<file path="config.mk">
export PLATFORM = sky130hd
export DESIGN_NAME = fifo_sync
export DESIGN_NICKNAME = d
export VERILOG_FILES = /design/src/rtl/fifo_sync.sv
export SDC_FILE = /design/constraint.sdc
export NUM_CORES = 1
export LEC_CHECK = 0
export CORE_MARGIN = 3
export CORE_UTILIZATION = 45
export CTS_BUF_LIST = sky130_fd_sc_hd__clkbuf_8
export DETAILED_ROUTE_END_ITERATION = 8
export SYNTH_ARGS = -nofsm -noshare
export SYNTH_HDL_FRONTEND = slang
export SYNTH_SLANG_ARGS = --single-unit
</file>
<file path="constraint.sdc">
create_clock -name clk -period 2.7 [get_ports clk]
set_input_delay 0.27 -clock clk [delete_from_list [all_inputs] [get_ports clk]]
set_output_delay 0.27 -clock clk [all_outputs]
set_load 0.1 [all_outputs]
</file>
<file path="src/rtl/fifo_sync.sv">
// Single-clock synchronous FIFO with registered read, threshold flags, occupancy count
// and sticky overflow/underflow. Define FIFO_FWFT_EN for first-word-fall-through mode.
module fifo_sync #(
    parameter int  DSIZE     = 8,
    parameter int  ASIZE     = 4,
    localparam int DEPTH     = 1 << ASIZE,
    parameter int  AFULL_TH  = DEPTH - 2,
    parameter int  AEMPTY_TH = 1
) (
    input  logic             clk,
    input  logic             rst_n,
    input  logic             winc,
    input  logic [DSIZE-1:0] wdata,
    output logic             wfull,
    output logic             walmost_full,
    input  logic             rinc,
    output logic [DSIZE-1:0] rdata,
    output logic             rempty,
    output logic             ralmost_empty,
    output logic [ASIZE:0]   count,
    output logic             overflow,
    output logic             underflow
);

    localparam logic [ASIZE:0] DEPTH_C  = (ASIZE+1)'(DEPTH);
    localparam logic [ASIZE:0] AFULL_C  = (ASIZE+1)'(AFULL_TH);
    localparam logic [ASIZE:0] AEMPTY_C = (ASIZE+1)'(AEMPTY_TH);
    localparam logic [ASIZE:0] ONE_C    = (ASIZE+1)'(1);

    logic [DSIZE-1:0] mem [DEPTH];
    logic [ASIZE:0]   wptr_q;
    logic [ASIZE:0]   rptr_q;
    logic [ASIZE:0]   count_q;
    logic [ASIZE:0]   count_nxt;
    logic             wfull_q;
    logic             rempty_q;
    logic             afull_q;
    logic             aempty_q;
    logic             ovf_q;
    logic             udf_q;
    logic [DSIZE-1:0] rdata_q;
    logic             w_acc;
    logic             r_acc;
    logic             ram_rd;

    // Full wins over a same-cycle read: a write while full is always dropped.
    assign w_acc = winc & ~wfull_q;
    assign r_acc = rinc & ~rempty_q;

    always_comb begin
        count_nxt = count_q;
        if (w_acc && !r_acc) begin
            count_nxt = count_q + ONE_C;
        end else if (r_acc && !w_acc) begin
            count_nxt = count_q - ONE_C;
        end
    end

    always_ff @(posedge clk) begin
        if (w_acc) begin
            mem[wptr_q[ASIZE-1:0]] <= wdata;
        end
    end

    always_ff @(posedge clk) begin
        if (!rst_n) begin
            wptr_q   <= '0;
            rptr_q   <= '0;
            count_q  <= '0;
            wfull_q  <= 1'b0;
            afull_q  <= 1'b0;
            aempty_q <= 1'b1;
            ovf_q    <= 1'b0;
            udf_q    <= 1'b0;
        end else begin
            if (w_acc) begin
                wptr_q <= wptr_q + ONE_C;
            end
            if (ram_rd) begin
                rptr_q <= rptr_q + ONE_C;
            end
            count_q  <= count_nxt;
            wfull_q  <= (count_nxt == DEPTH_C);
            afull_q  <= (count_nxt >= AFULL_C);
            aempty_q <= (count_nxt <= AEMPTY_C);
            ovf_q    <= ovf_q | (winc & wfull_q);
            udf_q    <= udf_q | (rinc & rempty_q);
        end
    end

`ifdef FIFO_FWFT_EN
    // The output register holds the head word and is part of the occupancy,
    // so the array itself never holds more than DEPTH minus that one word.
    logic out_vld_q;
    logic ram_empty;

    assign ram_empty = (wptr_q == rptr_q);
    assign ram_rd    = ~ram_empty & (~out_vld_q | r_acc);
    assign rempty_q  = ~out_vld_q;

    always_ff @(posedge clk) begin
        if (!rst_n) begin
            out_vld_q <= 1'b0;
            rdata_q   <= '0;
        end else if (ram_rd) begin
            out_vld_q <= 1'b1;
            rdata_q   <= mem[rptr_q[ASIZE-1:0]];
        end else if (r_acc) begin
            out_vld_q <= 1'b0;
        end
    end
`else
    // Array read is registered into a stage, then presented one edge later.
    logic             rd_pend_q;
    logic [DSIZE-1:0] rd_stage_q;

    assign ram_rd = r_acc;

    always_ff @(posedge clk) begin
        if (r_acc) begin
            rd_stage_q <= mem[rptr_q[ASIZE-1:0]];
        end
    end

    always_ff @(posedge clk) begin
        if (!rst_n) begin
            rd_pend_q <= 1'b0;
            rdata_q   <= '0;
            rempty_q  <= 1'b1;
        end else begin
            rd_pend_q <= r_acc;
            rempty_q  <= (count_nxt == '0);
            if (rd_pend_q) begin
                rdata_q <= rd_stage_q;
            end
        end
    end
`endif

    assign wfull         = wfull_q;
    assign walmost_full  = afull_q;
    assign rempty        = rempty_q;
    assign ralmost_empty = aempty_q;
    assign rdata         = rdata_q;
    assign count         = count_q;
    assign overflow      = ovf_q;
    assign underflow     = udf_q;

endmodule

</file>
# After elaboration in Yosys (flattened, before gate mapping)
# Memories as Yosys holds them, arrays and structs flattened. A register that Yosys moved wholly into a read port is not among the register bits.
# Cells that the tools add are included.
# word_totals
register_bits	30
ramBits	128
input_bits	12
out_inout_bits	19
word_cells	36
memories	1
# classes
addsub	4
magnitude_cmp	2
eq_ne	1
mux	4
bitwise_logic	8
reduce_logical	5
# memory_table
name	words	word_bits	rd	rd_ports_with_merged_regs	write_ports	line_no	rtl
mem	16	8	1	1	1	30	logic [DSIZE-1:0] mem [DEPTH];
# ops
op	n
$add A5 B1 Y5 const B	3
$mux W5	2
$eq A5 B5 Y1 const B	1
$ge A5 B4 Y1 const B	1
$le A5 B1 Y1 const B	1
$logic_not A5 Y1	1
$sub A5 B1 Y5 const B	1
$and A1 B1 Y1	4
$logic_and A1 B1 Y1	2
$logic_not A1 Y1	2
$mux W1	2
$not A1 Y1	2
$or A1 B1 Y1	2

# Longest topological paths before layout
# logic_depth
ltp_word	7
ltp_mapped	7
mapped_depth_nobuf	6

# Worst setup path before layout
# No wires, ideal clock.
# synth_timing
path_type	reg-to-reg
from	register rempty_q (netlist: rempty)
to	register wfull_q (netlist: wfull)
setup_time_ns	0.117
t_arrival_ns	2.273
required_ns	2.583
setup_slack_ns	0.309
stages_incl_launch_ff	8
path_buffers	1
period_less_slack_ns	2.391
cell_sequence	dfxtp_1 -> nand2b_4 -> inv_1 -> buf_6 -> nor3_1 -> a31oi_1 -> xnor2_1 -> and4bb_2
# synth_between
elab_chain_cells	6
elab_cells_between_ends	8
classes_between	1 x eq/ne; 2 x mux; 2 x bitwise; 3 x reduce/logical
# synth_rtl
element	line_no	rtl
start: declaration	36	logic rempty_q;
start signal: assignment	132	rempty_q <= (count_nxt == '0);
$not A1 Y1 *	48	assign r_acc = rinc & ~rempty_q;
$and A1 B1 Y1 *	48	
via r_acc	43	logic r_acc;
$logic_and A1 B1 Y1 or $logic_not A1 Y1 (tied branches)	54, 52	
$mux W5 or $logic_and A1 B1 Y1 (tied branches)	54, 52	
$mux W5 *	52	if (w_acc && !r_acc) begin
$eq A5 B5 Y1 *	83	wfull_q <= (count_nxt == DEPTH_C);
end signal: assignment	83	
end: declaration	35	logic wfull_q;
# The timed path passes the listed nets; every way through them passes the cells marked *.
# A chain may end at the register's enable or synchronous reset.

==> results_dict.tcl <==
set metrics [dict create \
    status "completed" \
    drt_iter0_drc 282 \
    die_height_um 126 \
    path_delay_family "multiplexers" \
    fillers 1151 \
    max_slew_margin_pct 52.2 \
    grt_pass1_vias 3247 \
    synth_seq_cells 164 \
    cts.clk_slew.worst_paths_ns 0.08 \
    track_usage_pct 16.2 \
    dpl.hpwl_um 7810 \
    cts_tree "yes" \
    crit_path_max_incr_delay_ns 0.67 \
    place_congestion 0.786 \
    tightest_slew_ns 0.717 \
    power_per_cell_area_nw_per_um2 785 \
    min_period_ns 2.07 \
    syn2layout_area_growth_pct 13.6 \
    critPathSlowestCell "mux4_1" \
    synth.avg_cell_area_sq_um 19.5 \
    irDropWorstVdd_mv 0.315 \
    period_share_pct 76.8 \
    ys_warn_count 0 \
    multi_input_area_sq_um 1740 \
    fin_nets 406 \
    drt-total-wl_um 12000 \
    required_ns 2.88 \
    first_pass_iters 4 \
    regArea_sq_um 4650 \
    skew_ns 0.00778 \
    fmax_mhz 482 \
    drcViolationCount 0 \
    p_leak_uw 0.00247 \
    portBuffers 30 \
    antenna_found_initial 0 \
    power_uw 5810 \
    slew_violations 0 \
    ys_seq_area_share_pct 71.4 \
    via_count 3098 \
    cap_violations 0 \
    detail_route.wl_per_cell_um 20.8 \
    coreArea_sq_um 14000 \
    tns_ns 0 \
    netlist_area_sq_um 6510 \
    io-pin-count 31 \
    drive_above_1_share_pct 20.6 \
    synth.distinct_cells 33 \
    utilization_pct 52.9 \
    ant_nets 0 \
    cp.arrival_ns 2.26 \
    cts.sinks 164 \
    synth_nets 352 \
    viasPerCell 5.36 \
    post_cts_buffers 0 \
    critPathBufInv 1 \
    worstSetupEndpointType "flip-flop" \
    finalNonFillerCells 578 \
    crit_path_start_kind "flip-flop" \
    cts_root_buffer "clkbuf_8" \
    synthCells 333 \
    path_class "flip-flop to flip-flop" \
    design.die.area_sq_um 15900 \
    dp_cells 548 \
    row_count 43 \
    setup_violations 0 \
    hold_buffers 0 \
    htreeDepth 4 \
    die_w_um 126 \
    cts-resized-gates 0 \
    numCtsBuffers 17 \
    initial_core_util_pct 46.5 \
    cts_buffer_depth 2 \
    worst_skew_pair.late_latency_ns 0.44 \
    grt-ovfl-total 0 \
    path_cells "buf_4 > mux4_1 > mux4_2" \
    grt_max_degree 36 \
    worst-path-max-fanout 20 \
    hp-class "flip-flop to flip-flop" \
    grt_pass1_wl_um 18800 \
    hold_viol 0 \
    antenna_cells 0 \
    rsz0062_at_grt "false" \
]
[kinds of logic after synthesis]
| family | count (synthesis) | share of synthesized area (%) |
|---|---|---|
| adders and majority gates | 7 | 1.35 |
| and+or+nand+nor | 68 | 5.57 |
| muxes | 49 | 17.0 |
| buffers and inverters | 22 | 1.96 |
| AOI/OAI and AO/OA | 13 | 1.46 |
| xor gates and xnor gates | 10 | 1.35 |
| DFF | 164 | 71.4 |
[state kept, by name, summed over array words and instances, names as in the netlist]
register	count
wptr_q	4
walmost_full	1
overflow	1
underflow	1
ralmost_empty	1
wfull	1
rempty	1
rptr_q	4
rd_stage_q	8
rd_pend_q	1
rdata	8
count	5
mem	128
[cell type report]
class,instances,area share [%]
Inverter,5,0.254
Sequential cell,164,62.8
Multi-Input combinational cell,147,23.5
Clock buffer,17,3.16
Timing Repair Buffer,52,5.65
Clock inverter,13,1.59
Tap cell,180,3.05
[worst register-to-register path: cells and delay by family (launching register included)]
kind / cells / cell delay, ns
buffers and inverters: 1 / 0.31
flip-flops: 1 / 0.33
multiplexers: 2 / 1.17
[stage by stage]
| stage | setup WS, ns | hold WS (ns) | area [sq um] |
|---|---|---|---|
| after floorplan | 0.309 | 0.369 | 6510 |
| after global placement | 0.636 | 0.483 | 7040 |
| after detailed placement | 0.583 | 0.486 | 7040 |
| after CTS | 0.616 | 0.476 | 7400 |
| after global routing | 0.587 | 0.524 | 7400 |
| final | 0.625 | 0.498 | 7400 |
[worst paths after layout]
path	cells past startpoint	endpoint	slack, ns	from
min	2	overflow$_SDFF_PN0_	0.50	overflow$_SDFF_PN0_
min reg2reg	2	overflow$_SDFF_PN0_	0.50	overflow$_SDFF_PN0_
max	3	rd_stage_q[1]$_DFFE_PP_	0.63	rptr_q[0]$_SDFFE_PN0P_
max reg2reg	3	rd_stage_q[1]$_DFFE_PP_	0.63	rptr_q[0]$_SDFFE_PN0P_
[cell usage in the layout, fill, tap and decap left out, types with 2 or more instances in the layout]
cell type,count
edfxtp_1,136
buf_4,41
mux4_1,30
dfxtp_1,27
clkbuf_8,17
nand2_1,14
nor2b_1,13
nor2_1,12
clkdlybuf4s50_1,11
mux4_2,10
and2_1,10
xnor2_1,9
mux2i_1,9
ha_1,7
nor3_1,6
inv_1,5
nand2b_1,5
clkinv_1,5
nand3_1,3
a21oi_1,3
clkinv_2,3
o21ai_0,2
nand4_1,2
a21boi_0,2
clkinvlp_4,2
bufinv_16,2
[routing by layer]
metal / routed length [um] / global-route usage (%) / part of all wire (%)
met5: 0 / 0 / 0
met4: 229 / 6.12 / 1.9
met3: 543 / 4.58 / 4.5
met2: 5800 / 26.0 / 48
met1: 5460 / 21.2 / 45
[where the power goes]
group	total [uW]	internal, uW	switching (uW)	leakage, uW
Sequential	2950	2880	78.0	0.00146
Clock	1610	791	817	0.000175
Combinational	1250	453	793	0.000835
Total	5810	4120	1690	0.00247
[synth_stat cells]
cell type,n,area share (%)
o22ai_1,1,0.096
a32oi_1,1,0.13
mux4_2,10,3.5
nand3_1,3,0.23
ha_1,7,1.3
or2_2,1,0.096
and2_1,10,0.96
a21oi_1,3,0.23
buf_6,4,0.69
nand2_1,14,0.81
nand2b_4,1,0.21
edfxtp_1,136,63
inv_1,5,0.29
buf_8,1,0.23
nor2b_1,13,1.2
o41ai_1,1,0.13
a31oi_1,1,0.096
a31o_2,1,0.13
nand2b_1,5,0.48
mux2i_1,9,1.4
a21boi_0,2,0.23
dfxtp_1,28,8.6
and4bb_2,1,0.19
xor2_1,1,0.13
xnor2_1,9,1.2
o21ai_0,2,0.15
nand4_1,2,0.19
mux4_1,30,12
nor3_1,6,0.46
o41ai_2,1,0.25
clkbuf_1,11,0.63
nor2_1,12,0.69
buf_4,1,0.12
Note: power is estimated with default switching activity, not from simulation.
